`src/rtl/clockdivider_multi_pkg.sv`:
```
// Shared definitions for the multi-channel clock divider: channel state
// encodings and the default counter width.
package clockdivider_multi_pkg;

    typedef enum logic {
        CH_OFF = 1'b0,
        CH_RUN = 1'b1
    } ch_state_e;

    localparam int DEF_CNT_W = 25;

endpackage

```
`src/rtl/clockdivider_chan.sv`:
```
// One divider channel: programmable half-period counter with glitch-free
// reload, enable, phase restart and a rising-edge tick strobe.
module clockdivider_chan
    import clockdivider_multi_pkg::*;
#(
    parameter int CNT_W    = DEF_CNT_W,
    parameter int DEF_HALF = 10
) (
    input  logic             Clk,
    input  logic             Rst,
    input  logic             En,
    input  logic             Sync,
    input  logic             Load,
    input  logic [CNT_W-1:0] LoadVal,
    output logic             ClkOut,
    output logic             Tick,
    output logic             Pend
);

    ch_state_e        state_q, state_d;
    logic [CNT_W-1:0] cnt_q, cnt_d;
    logic [CNT_W-1:0] active_q, active_d;
    logic [CNT_W-1:0] pending_q, pending_d;
    logic             pendv_q, pendv_d;
    logic             clkout_q, clkout_d;
    logic             tick_q, tick_d;
    logic             wrap;

    // >= rather than == keeps the counter from ever running past Active
    assign wrap = (cnt_q >= active_q);

    always_comb begin
        state_d   = En ? CH_RUN : CH_OFF;
        cnt_d     = cnt_q;
        active_d  = active_q;
        pending_d = pending_q;
        pendv_d   = pendv_q;
        clkout_d  = clkout_q;
        tick_d    = 1'b0;

        if (Sync) begin
            cnt_d    = '0;
            clkout_d = 1'b0;
            pendv_d  = 1'b0;
            if (Load)
                active_d = LoadVal;
            else if (pendv_q)
                active_d = pending_q;
        end else if (state_d == CH_OFF) begin
            cnt_d    = '0;
            clkout_d = 1'b0;
            if (Load) begin
                active_d = LoadVal;
                pendv_d  = 1'b0;
            end else if (pendv_q && state_q == CH_RUN) begin
                // first cycle after being disabled: retire the deferred reload
                active_d = pending_q;
                pendv_d  = 1'b0;
            end
        end else if (wrap) begin
            cnt_d    = '0;
            clkout_d = ~clkout_q;
            tick_d   = ~clkout_q;
            if (Load) begin
                active_d = LoadVal;
                pendv_d  = 1'b0;
            end else if (pendv_q) begin
                active_d = pending_q;
                pendv_d  = 1'b0;
            end
        end else begin
            cnt_d = cnt_q + 1'b1;
            if (Load) begin
                pending_d = LoadVal;
                pendv_d   = 1'b1;
            end
        end
    end

    always_ff @(posedge Clk) begin
        if (Rst) begin
            state_q   <= CH_OFF;
            cnt_q     <= '0;
            active_q  <= CNT_W'(DEF_HALF);
            pending_q <= '0;
            pendv_q   <= 1'b0;
            clkout_q  <= 1'b0;
            tick_q    <= 1'b0;
        end else begin
            state_q   <= state_d;
            cnt_q     <= cnt_d;
            active_q  <= active_d;
            pending_q <= pending_d;
            pendv_q   <= pendv_d;
            clkout_q  <= clkout_d;
            tick_q    <= tick_d;
        end
    end

    assign ClkOut = clkout_q;
    assign Tick   = tick_q;
    assign Pend   = pendv_q;

endmodule

```
`src/rtl/clockdivider_multi.sv`:
```
// NUM_CH independent programmable clock dividers sharing one input clock,
// reset and phase-restart. ClkOut is fabric-only; use Tick as clock enable.
module clockdivider_multi
    import clockdivider_multi_pkg::*;
#(
    parameter int NUM_CH   = 4,
    parameter int CNT_W    = DEF_CNT_W,
    parameter int DEF_HALF = 10
) (
    input  logic                    Clk,
    input  logic                    Rst,
    input  logic [NUM_CH-1:0]       En,
    input  logic                    Sync,
    input  logic [NUM_CH-1:0]       Load,
    input  logic [NUM_CH*CNT_W-1:0] LoadVal,
    output logic [NUM_CH-1:0]       ClkOut,
    output logic [NUM_CH-1:0]       Tick,
    output logic [NUM_CH-1:0]       Pend
);

    for (genvar g = 0; g < NUM_CH; g++) begin : g_chan
        clockdivider_chan #(
            .CNT_W    (CNT_W),
            .DEF_HALF (DEF_HALF)
        ) u_chan (
            .Clk     (Clk),
            .Rst     (Rst),
            .En      (En[g]),
            .Sync    (Sync),
            .Load    (Load[g]),
            .LoadVal (LoadVal[g*CNT_W +: CNT_W]),
            .ClkOut  (ClkOut[g]),
            .Tick    (Tick[g]),
            .Pend    (Pend[g])
        );
    end

endmodule

```
`config.mk`:
```
export PLATFORM = sky130hd
export DESIGN_NAME = clockdivider_multi
export DESIGN_NICKNAME = d
export VERILOG_FILES = /design/src/rtl/clockdivider_multi_pkg.sv /design/src/rtl/clockdivider_chan.sv /design/src/rtl/clockdivider_multi.sv
export SDC_FILE = /design/constraint.sdc
export NUM_CORES = 1
export LEC_CHECK = 0
export CAP_MARGIN = 20
export CORE_UTILIZATION = 55
export CTS_CLUSTER_DIAMETER = 60
export DETAILED_ROUTE_END_ITERATION = 10
export PLACE_DENSITY = 0.76
export SLEW_MARGIN = 20
export SYNTH_ARGS = -nofsm -noshare
export SYNTH_HDL_FRONTEND = slang
export SYNTH_SLANG_ARGS = --single-unit
```
`constraint.sdc`:
```
create_clock -name Clk -period 2.7 [get_ports Clk]
set_input_delay 0.54 -clock Clk [delete_from_list [all_inputs] [get_ports Clk]]
set_output_delay 0.54 -clock Clk [all_outputs]
set_load 0.02 [all_outputs]
```
# == Yosys cells after proc, flatten, opt, wreduce, memory -nomap -nowiden ==
# Cells that the tools add are included.
# word_totals
register_bits,316
inputBits,111
output_inout_bits,12
word_cells,146
# op_classes
n_addsub,4
magnitude_cmp,4
n_eq_ne,8
muxes,52
bitwise,13
n_reduce_logical,37
# op_table
cell,n
2-to-1 mux 25 bit,28
adder 25 x 1 -> 25 bit (second input constant),4
greater-or-equal comparator 25 bit,4
OR reduction 4 bit,8
2-to-1 mux 1 bit,24
inequality test 3 bit (second input constant),8
AND reduction 2 bit,8
AND reduction 4 bit,4
nonzero test 4 bit,4
inverter 1 bit,13
nonzero test 3 bit,4
OR reduction 3 bit,4
logical AND 1 bit,4
OR reduction 2 bit,1

# == Longest topological paths before layout ==
# Gate-level depths: netlist (run 1).
# logic_depth
word_depth,5
ltp_mapped,11
ltp_nobuf,9

# == Hierarchy ==
# From an unflattened synthesis (run 1), not the netlist that was laid out.
# hier_totals
hier_cells,2042
hier_area_um2,17241.5
# by_module_without_submodules
module,instances,cells_per_inst,area_per_inst_um2,seq_area_each_um2
clockdivider_chan at g_chan[0].u_chan ...,3,506,4245.3,1581.5
clockdivider_chan at g_chan[3].u_chan,1,524,4505.6,1581.5

# == Least setup slack after synthesis (run 1) ==
# OpenSTA, ideal clock, no wires.
# synth_path
path_type,register to register
start,register g_chan[0].u_chan.cnt_q[0]
end,register g_chan[0].u_chan.active_q[15]
setup_ns,0.128
arrival_ns,2.383
t_required_ns,2.572
setup_slack_ns,0.190
path_stages_with_launch,12
n_path_buf,2
period_less_slack_ns,2.510
cell_sequence,dfxtp_1 -> inv_1 -> ha_1 -> nand2b_1 -> a2111oi_0 -> nor4_1 -> o21a_1 -> o41ai_1 -> buf_4 -> buf_4 -> mux2i_1 -> nor2_1
# synth_between
elab_chain_cells,3
# synth_lines
item,line_no,rtl
from (decl),clockdivider_chan.sv:21,"logic [CNT_W-1:0] cnt_q, cnt_d;"
from (signal assigned),clockdivider_chan.sv:91,cnt_q <= cnt_d;
greater-or-equal comparator 25 bit,clockdivider_chan.sv:30,assign wrap = (cnt_q >= active_q);
inequality test 3 bit (no source line),n/a,
AND reduction 2 bit (no source line),n/a,
to (signal assigned),clockdivider_chan.sv:84,active_q <= CNT_W'(DEF_HALF);
to (signal assigned),clockdivider_chan.sv:92,active_q <= active_d;
to (decl),clockdivider_chan.sv:22,"logic [CNT_W-1:0] active_q, active_d;"
# Every way passes these cells.
# A chain may end at the register's enable or synchronous reset.

# == Worst setup path after layout (run 1) ==
# layout_path
start,register g_chan[2].u_chan.cnt_q[6]
end,register g_chan[2].u_chan.pending_q[5]
# layout_between
elab_chain_cells,3
# layout_lines
item,line_no,rtl
from (decl),clockdivider_chan.sv:21,
from (signal assigned),clockdivider_chan.sv:91,
greater-or-equal comparator 25 bit,clockdivider_chan.sv:30,
inverter 1 bit (no source line),n/a,
AND reduction 4 bit (no source line),n/a,
to (signal assigned),clockdivider_chan.sv:93,pending_q <= pending_d;
to (decl),clockdivider_chan.sv:23,"logic [CNT_W-1:0] pending_q, pending_d;"
# Every way passes these cells.

==> impl_results.md, run 1 <==
* Pwr Total at ~11 mW
* CP endpoint kind: flip-flop
* Dominant cell type by area after synthesis: dfxtp_1
* IO Pins at 123
* Synthesized cell area at 15,600 µm²
* DRC viols at 0
* Post-synthesis compound-gate area fraction at 13.1%
* Failing checks: negative setup slack
* Unique cell type count in the Yosys netlist at 64
* FF-to-FF End: g_chan[2].u_chan.pending_q[5]
* Placement row count at 61
* Placed instance count at 2,259
* Yosys top cell area share at 40.5%
* Async SR Flop Fraction at 0%
* CTS tree: yes
* Synth area leaders: dfxtp_1 40%, mux2i_1 9.5%, nor2_1 8.4%, ha_1 8.3%, xor2_1 2.9%
* CP arrival at 3.21 ns
* Post-DP HPWL at 24,900 µm
* Initial Util at 56.1%
* Hold Vio Cnt, Final at 0
* Routed wire per std cell at 17.1 µm
* P&R area growth vs syn at 24.7%
* Worst r2r src: g_chan[2].u_chan.cnt_q[6]
* Period minus WS final at 2.84 ns
* Clock-pin slew of the registers on the worst-case setup and hold paths at 0.06 ns
* Initial antenna violation count at 0
* Multiplexer share of the synthesized area at approximately a tenth
* Final setup TNS at -3.30 ns
* Layout Cells excl Fill at 2,345
* CTS Sinks at 316
* Adder-Cell Fraction of Synth Area at 8.33%
* Pwr/cell area at 566 nW/µm²
* Actual slew at the worst max-slew pin at 0.580 ns
* GP Congestion at between 0.8 and 0.9
* Clock skew at 0.0143 ns
* Final period utilization at 105%
* Iter 0 DRT Violations at 850
* Hold-fix buffers at CTS at 0
* Vias in the first global route at 12,500
* Warnings, synthesis at 0
* Worst skew pair latency at between 0.5 and 0.6 ns
* Flop-to-flop setup slack at -0.14 ns
* All-Layer GR Usage at 24.8%
* Fin nets at 2,159
* DR vias at 13,200
* Chip Width at 171 µm
* Worst-path cell chain: ha_4 -> a21o_1 -> a221o_1 -> a222oi_1 -> o211ai_1 -> nor4b_4 -> buf_4 -> clkbuf_16 -> mux2i_2 -> nor2_1
* Max Root-Sink Buffers at 3
* Antenna cells at 0
* Drt first pass iters at 6
* Placement Setup Slack at -0.0674 ns
* RSZ-0062 raised after global routing: true
* Synth Flop Type: dfxtp_1
* Hold EP: g_chan[3].u_chan.state_q
* Worst setup margin at -0.139 ns
* Slew margin rel. at 61.1%
* Root Driver: clkbuf_16
* Yosys reg bits at 316
* Critical path class: flip-flop to flip-flop
* CTS Buf Count at 36
* Slew Viols, Final at 0
* Slowest CP cell: nor4b_4
* Crit path max fanout at 7
* Reg2Reg Depth at 10
* Worst hold start: Rst
* Htree depth at 2
* Total die area at 29,100 µm²
* Max Cap Violations at 0
* Post-Syn Area per Cell at about 8.7 µm²
* Remaining Overflow, GRT at 0
* Share of cells above drive strength 1 at 14.0%
* Req. time, crit path at 3.07 ns
* Register area share after synthesis at 40.5%
* Cell count after synthesis at 1,793
* Hold Crit Depth at 2
* Core ar. at 27,900 µm²
* Port Buffers at 122
* Top cells by count, synth: 350 x nor2_1, 316 x dfxtp_1, 148 x mux2i_1, 118 x inv_1, 104 x ha_1
* Global-route wire length before repair at 59,300 µm
* Simple-Gate Fraction of Synth Area at ~17%
* EDFF count, synth at 0
* Final setup viols at 48
* Syn nets at 2,008
* Synth Area in XOR/XNOR at 5.33%
* Worst path max stage delay at around 0.38 ns
* Largest net degree at the start of global routing at 103
* Status: finished with violations
* Die Height at 171 µm
* Worst setup SP type: flip-flop
* Peak supply drop at a little under 500 µV
* Fmax at about 0.35 GHz
* Routed vias/inst at 5.65
* Final WL at ~40,000 µm
* Routed Antenna Nets at 0
* Hold Crit Class: input pin to flip-flop
* Main combinational cell family by area after synthesis: simple AND/OR/NAND/NOR gates
* Count leader, synth: nor2_1
* Leakage at between 7 and 8 nW
[registers in the layout, indices dropped and copies added, names as in the netlist]
register,flops
g_chan.u_chan.state_q,4
g_chan.u_chan.Tick,4
g_chan.u_chan.pending_q,100
g_chan.u_chan.cnt_q,100
g_chan.u_chan.ClkOut,4
g_chan.u_chan.active_q,100
g_chan.u_chan.Pend,4
[metal layers]
layer / vias up / track usage, % / share of wire, % / wire length (µm)
met3: 83 / 4.19 / 6.6 / 2640
met5: - / 0 / 0 / 0
met2: 391 / 43.4 / 49 / 19600
met1: 6270 / 31.3 / 42 / 16800
met4: 0 / 6.74 / 2.6 / 1030
li1: 6494 / - / - / -
[report_power, final]
| part | total [mW] | internal [mW] | switching (mW) |
|---|---|---|---|
| combinational | 1.45 | 0.666 | 0.783 |
| sequential | 4.92 | 4.84 | 0.0826 |
| clock | 4.66 | 2.76 | 1.91 |
[timing repair]
action,in CTS,in global routing
cloned,0,13
buffers inserted,0,12
endpoints found under the hold margin,0,0
gates resized for setup,4,123
pin swaps,2,40
endpoints found under the setup margin,88,218
[logic make-up after synthesis]
family / count (synthesis)
fa+ha+maj: 104
xor+xnor: 95
buf+inv: 224
simple gates: 602
mux: 148
compound gates: 304
flops: 316
[worst max-delay path, delay by kind of cell, from the launching register on]
kind / cells / cell delay, ns
simple gates: 2 / 0.45
flops: 1 / 0.36
buf+inv: 2 / 0.37
mux: 1 / 0.21
fa+ha+maj: 1 / 0.25
compound gates: 4 / 1.05
[cell usage in the layout, fill, tap and decap left out, types with 23 or more instances in the layout]
cell type | synthesis | final
a221oi_2 | 18 | 23
xor2_1 | 52 | 52
clkdlybuf4s50_1 | 0 | 121
buf_4 | 20 | 63
clkbuf_16 | 0 | 44
mux2i_1 | 148 | 145
a21oi_1 | 83 | 79
inv_1 | 118 | 100
ha_1 | 104 | 86
o22ai_1 | 50 | 50
nand2_1 | 100 | 100
a221oi_1 | 31 | 24
and3_1 | 23 | 23
nand3_1 | 53 | 53
dfxtp_2 | 0 | 26
nor2_1 | 350 | 349
dfxtp_1 | 316 | 288
nand4_1 | 24 | 24
xnor2_1 | 43 | 43
o21ai_0 | 67 | 63
[per-stage QoR]
step,util [%],hold slack [ns],cell area (µm²)
global placement,62.8,0.447,17500
floorplan,-,0.426,15600
finish,69.9,0.353,19500
detailed placement,62.8,0.458,17500
CTS,67.0,0.343,18700
global route,69.9,0.372,19500
[final cells by class]
cell class                 count  area (µm²)
multi-input combinational   1253        8800
fill                        2101        8370
sequential                   316        6370
timing repair buffer         216        2270
clock buffer                  54        1080
tap                          378         473
inverter                     121         454
clock inverter                 7        42.5
[worst max path at each step]
stage | end | slack, ns | cells past startpoint | start
floorplan | g_chan[0].u_chan.active_q[15] | 0.19 | 11 | g_chan[0].u_chan.cnt_q[0]
global placement | g_chan[1].u_chan.pending_q[22] | -0.07 | 12 | g_chan[1].u_chan.active_q[10]
detailed placement | g_chan[0].u_chan.active_q[19] | -0.07 | 10 | g_chan[0].u_chan.cnt_q[0]
CTS | g_chan[2].u_chan.pending_q[5] | -0.04 | 10 | g_chan[2].u_chan.active_q[6]
global route | g_chan[2].u_chan.pending_q[11] | -0.25 | 10 | g_chan[2].u_chan.cnt_q[6]
finish | g_chan[2].u_chan.pending_q[5] | -0.14 | 10 | g_chan[2].u_chan.cnt_q[6]
(Power assumes the default switching activity.)
==> run 2: changes to the inputs <==
--- a/config.mk
+++ b/config.mk
@@ -8,8 +8,9 @@
 export CAP_MARGIN = 20
 export CORE_UTILIZATION = 55
 export CTS_CLUSTER_DIAMETER = 60
+export CTS_CLUSTER_SIZE = 30
 export DETAILED_ROUTE_END_ITERATION = 10
-export PLACE_DENSITY = 0.76
+export PLACE_DENSITY = 0.86
 export SLEW_MARGIN = 20
 export SYNTH_ARGS = -nofsm -noshare
 export SYNTH_HDL_FRONTEND = slang
==> run 2 against run 1 <==
Effect of this change: the run still ends with negative setup slack left; routed wire length up 4.3%; total power down 7.5%; flip-flop and latch count unchanged; sequential share of layout area up 0.24 points; clock skew up 0.0047 ns; clock power down 18%.
==> impl_results.md, run 2 (synthesis results as in run 1) <==
* Global-route wire length before repair at 62,700 µm (was 59,300 µm)
* Final period utilization at 116% (was 105%)
* Clock skew at 0.0190 ns (was 0.0143 ns)
* Period minus WS final at 3.14 ns (was 2.84 ns)
* Chip Width at 171 µm (unchanged)
* CP arrival at 3.57 ns (was 3.21 ns)
* Fin nets at 2,152 (was 2,159)
* Placement Setup Slack at -0.114 ns (was -0.0674 ns)
* Slew margin rel. at 58.3% (was 61.1%)
* Failing checks: negative setup slack (unchanged)
* Actual slew at the worst max-slew pin at 0.626 ns (was 0.580 ns)
* Hold Crit Class: input pin to flip-flop (unchanged)
* Cell internal pwr at 7.39 mW (was 8.26 mW)
* Hold Crit Depth at 2 (unchanged)
* Reg2Reg Depth at 11 (was 10)
* Worst-path cell chain: inv_2 -> ha_4 -> and2_4 -> a221o_1 -> a222oi_1 -> o211ai_1 -> nor3b_2 -> buf_4 -> o21ai_4 -> clkbuf_16 -> a221oi_2 (was ha_4 -> a21o_1 -> a221o_1 -> a222oi_1 -> o211ai_1 -> nor4b_4 -> buf_4 -> clkbuf_16 -> mux2i_2 -> nor2_1)
* Final instance area at 19,400 µm² (was 19,500 µm²)
* Htree depth at 1 (was 2)
* Vias in the first global route at 13,400 (was 12,500)
* Share of cells above drive strength 1 at 14.9% (was 14.0%)
* Max Cap Violations at 0 (unchanged)
* Max Root-Sink Buffers at 3 (unchanged)
* Slowest CP cell: a222oi_1 (was nor4b_4)
* Routed Antenna Nets at 0 (unchanged)
* Drt first pass iters at 6 (unchanged)
* Pwr/cell area at 527 nW/µm² (was 566 nW/µm²)
* Met3 wire length at 2610 µm (was 2640 µm)
* Remaining Overflow, GRT at 0 (unchanged)
* Critical path class: flip-flop to flip-flop (unchanged)
* Leakage at 7.40 nW (was 7.54 nW)
* Worst path max stage delay at 0.45 ns (was 0.38 ns)
* Root Driver: clkbuf_16 (unchanged)
* Req. time, crit path at 3.13 ns (was 3.07 ns)
* IO Pins at 123 (unchanged)
* GP Congestion at 0.844 (was 0.824)
* Fmax at 0.318 GHz (was 0.352 GHz)
* Die Height at 171 µm (unchanged)
* Placement row count at 61 (unchanged)
* Clock share of power at 37.2% (was 42.3%)
* Final setup TNS at -22.00 ns (was -3.30 ns)
* Placed inst area at 17,500 µm² (about the same)
* Peak supply drop at 479 µV (was 491 µV)
* Top Registers: g_chan.u_chan.active_q x100, g_chan.u_chan.cnt_q x100, g_chan.u_chan.pending_q x100 (unchanged)
* Slew Viols, Final at 0 (unchanged)
* All-Layer GR Usage at 26.2% (was 24.8%)
* Psw at 2.82 mW (was 2.77 mW)
* Initial antenna violation count at 1 (was 0)
* Sw frac at 27.6% (was 25.1%)
* Met1 Routed Length at 16,400 µm (was 16,800 µm)
* Routed vias/inst at 5.87 (was 5.65)
* Final WL at 41,800 µm (was 40,100 µm)
* Initial Util at 56.1% (unchanged)
* Post-DP HPWL at 25,800 µm (was 24,900 µm)
* Port Buffers at 122 (unchanged)
* Most frequent cells in the layout: 349 x nor2_1, 274 x dfxtp_1, 140 x mux2i_1, 121 x clkdlybuf4s50_1, 103 x inv_1 (was 349 x nor2_1, 288 x dfxtp_1, 145 x mux2i_1, 121 x clkdlybuf4s50_1)
* Crit-path leading delay family: compound AO/OA/AOI/OAI gates (unchanged)
* Clock-pin slew of the registers on the worst-case setup and hold paths at 0.08 ns (was 0.06 ns)
* Core ar. at 27,900 µm² (unchanged)
* DRC viols at 0 (unchanged)
* Hold Vio Cnt, Final at 0 (unchanged)
* P&R area growth vs syn at 24.1% (was 24.7%)
* Status: finished with violations (unchanged)
* Finished Core Util at 69.6% (was 69.9%)
* Top Metal Used: met4 (unchanged)
* CTS Buf Count at 25 (was 36)
* Total die area at 29,100 µm² (unchanged)
* WHS at 0.361 ns (was 0.353 ns)
* Commonest non-fill, non-tap cell in the layout: nor2_1 (unchanged)
* Final setup viols at 77 (was 48)
* Comb power frac at 14.6% (was 13.1%)
* DR vias at 13,700 (was 13,200)
* RSZ-0062 raised after global routing: true (unchanged)
* Worst setup SP type: flip-flop (unchanged)
* Iter 0 DRT Violations at 1,081 (was 850)
* Worst setup margin at -0.441 ns (was -0.139 ns)
* Worst skew pair latency at 0.54 ns (was 0.51 ns)
* Largest net degree at the start of global routing at 106 (was 103)
* Critical path depth in cells at 11 (was 10)
* CP endpoint kind: flip-flop (unchanged)
* Sequential power share at 48.2% (was 44.6%)
* CTS Sinks at 316 (unchanged)
* Crit path max fanout at 12 (was 7)
* Met2 WL at 20,900 µm (was 19,600 µm)
* Worst path bufs/invs at 3 (was 2)
* Routed wire per std cell at 17.9 µm (was 17.1 µm)
* CTS tree: yes (unchanged)
## run 2: cell count changes in the layout (fill, tap and decap cells not counted), sizes merged
| cell | previous run | this run |
|---|---|---|
| buf | 87 | 92 |
| bufbuf | 1 | 0 |
| clkbuf | 61 | 36 |
| clkinv | 7 | 5 |
| clkinvlp | 0 | 2 |
| diode | 0 | 1 |
| inv | 121 | 129 |
## run 2: stage by stage
stage	power, mW	std cells
final	10.2	2333
after global routing	10.6	2333
after CTS	10.0	2315
after detailed placement	6.26	2256
after global placement	6.20	2256
after floorplan	5.80	1793
## run 2: cell type report
type                       count  area, µm²
inverter                     121        457
clock inverter                15        159
timing repair buffer         220       2320
tap                          378        473
clock buffer                  29        671
multi-input combinational   1253       8920
antenna                        1       2.50
sequential                   316       6380
fill                        1884       8480
## run 2: worst paths after layout
path,from,slack (ns),end
worst min register to register,g_chan[3].u_chan.cnt_q[0],0.46,g_chan[3].u_chan.cnt_q[0]
worst max register to register,g_chan[2].u_chan.active_q[8],-0.44,g_chan[2].u_chan.active_q[17]
worst max-delay path,g_chan[2].u_chan.active_q[8],-0.44,g_chan[2].u_chan.active_q[17]
worst min-delay path,Rst,0.36,g_chan[1].u_chan.pending_q[11]
## run 2: power by group through the flow
stage	clock network [mW]	logic (mW)	registers, mW
final	3.80	1.49	4.92
after global routing	4.01	1.60	4.94
after CTS	3.82	1.31	4.91
after detailed placement	0	1.25	5.01
after global placement	0	1.20	5.00
after floorplan	0	0.805	4.99
## run 2: repair_timing
item	4_1_cts	5_1_grt
hold buffers	0	0
pin swaps	14	33
gates cloned	3	9
resized for setup	20	124
endpoints found under the setup margin	67	220
buffers inserted	14	10
## run 2: per-layer routing
metal | track usage (%) | vias up
met1 | 30.5 | 6597
met5 | 0 | -
met2 | 48.1 | 481
li1 | - | 6488
met3 | 3.61 | 134
met4 | 10.3 | 0
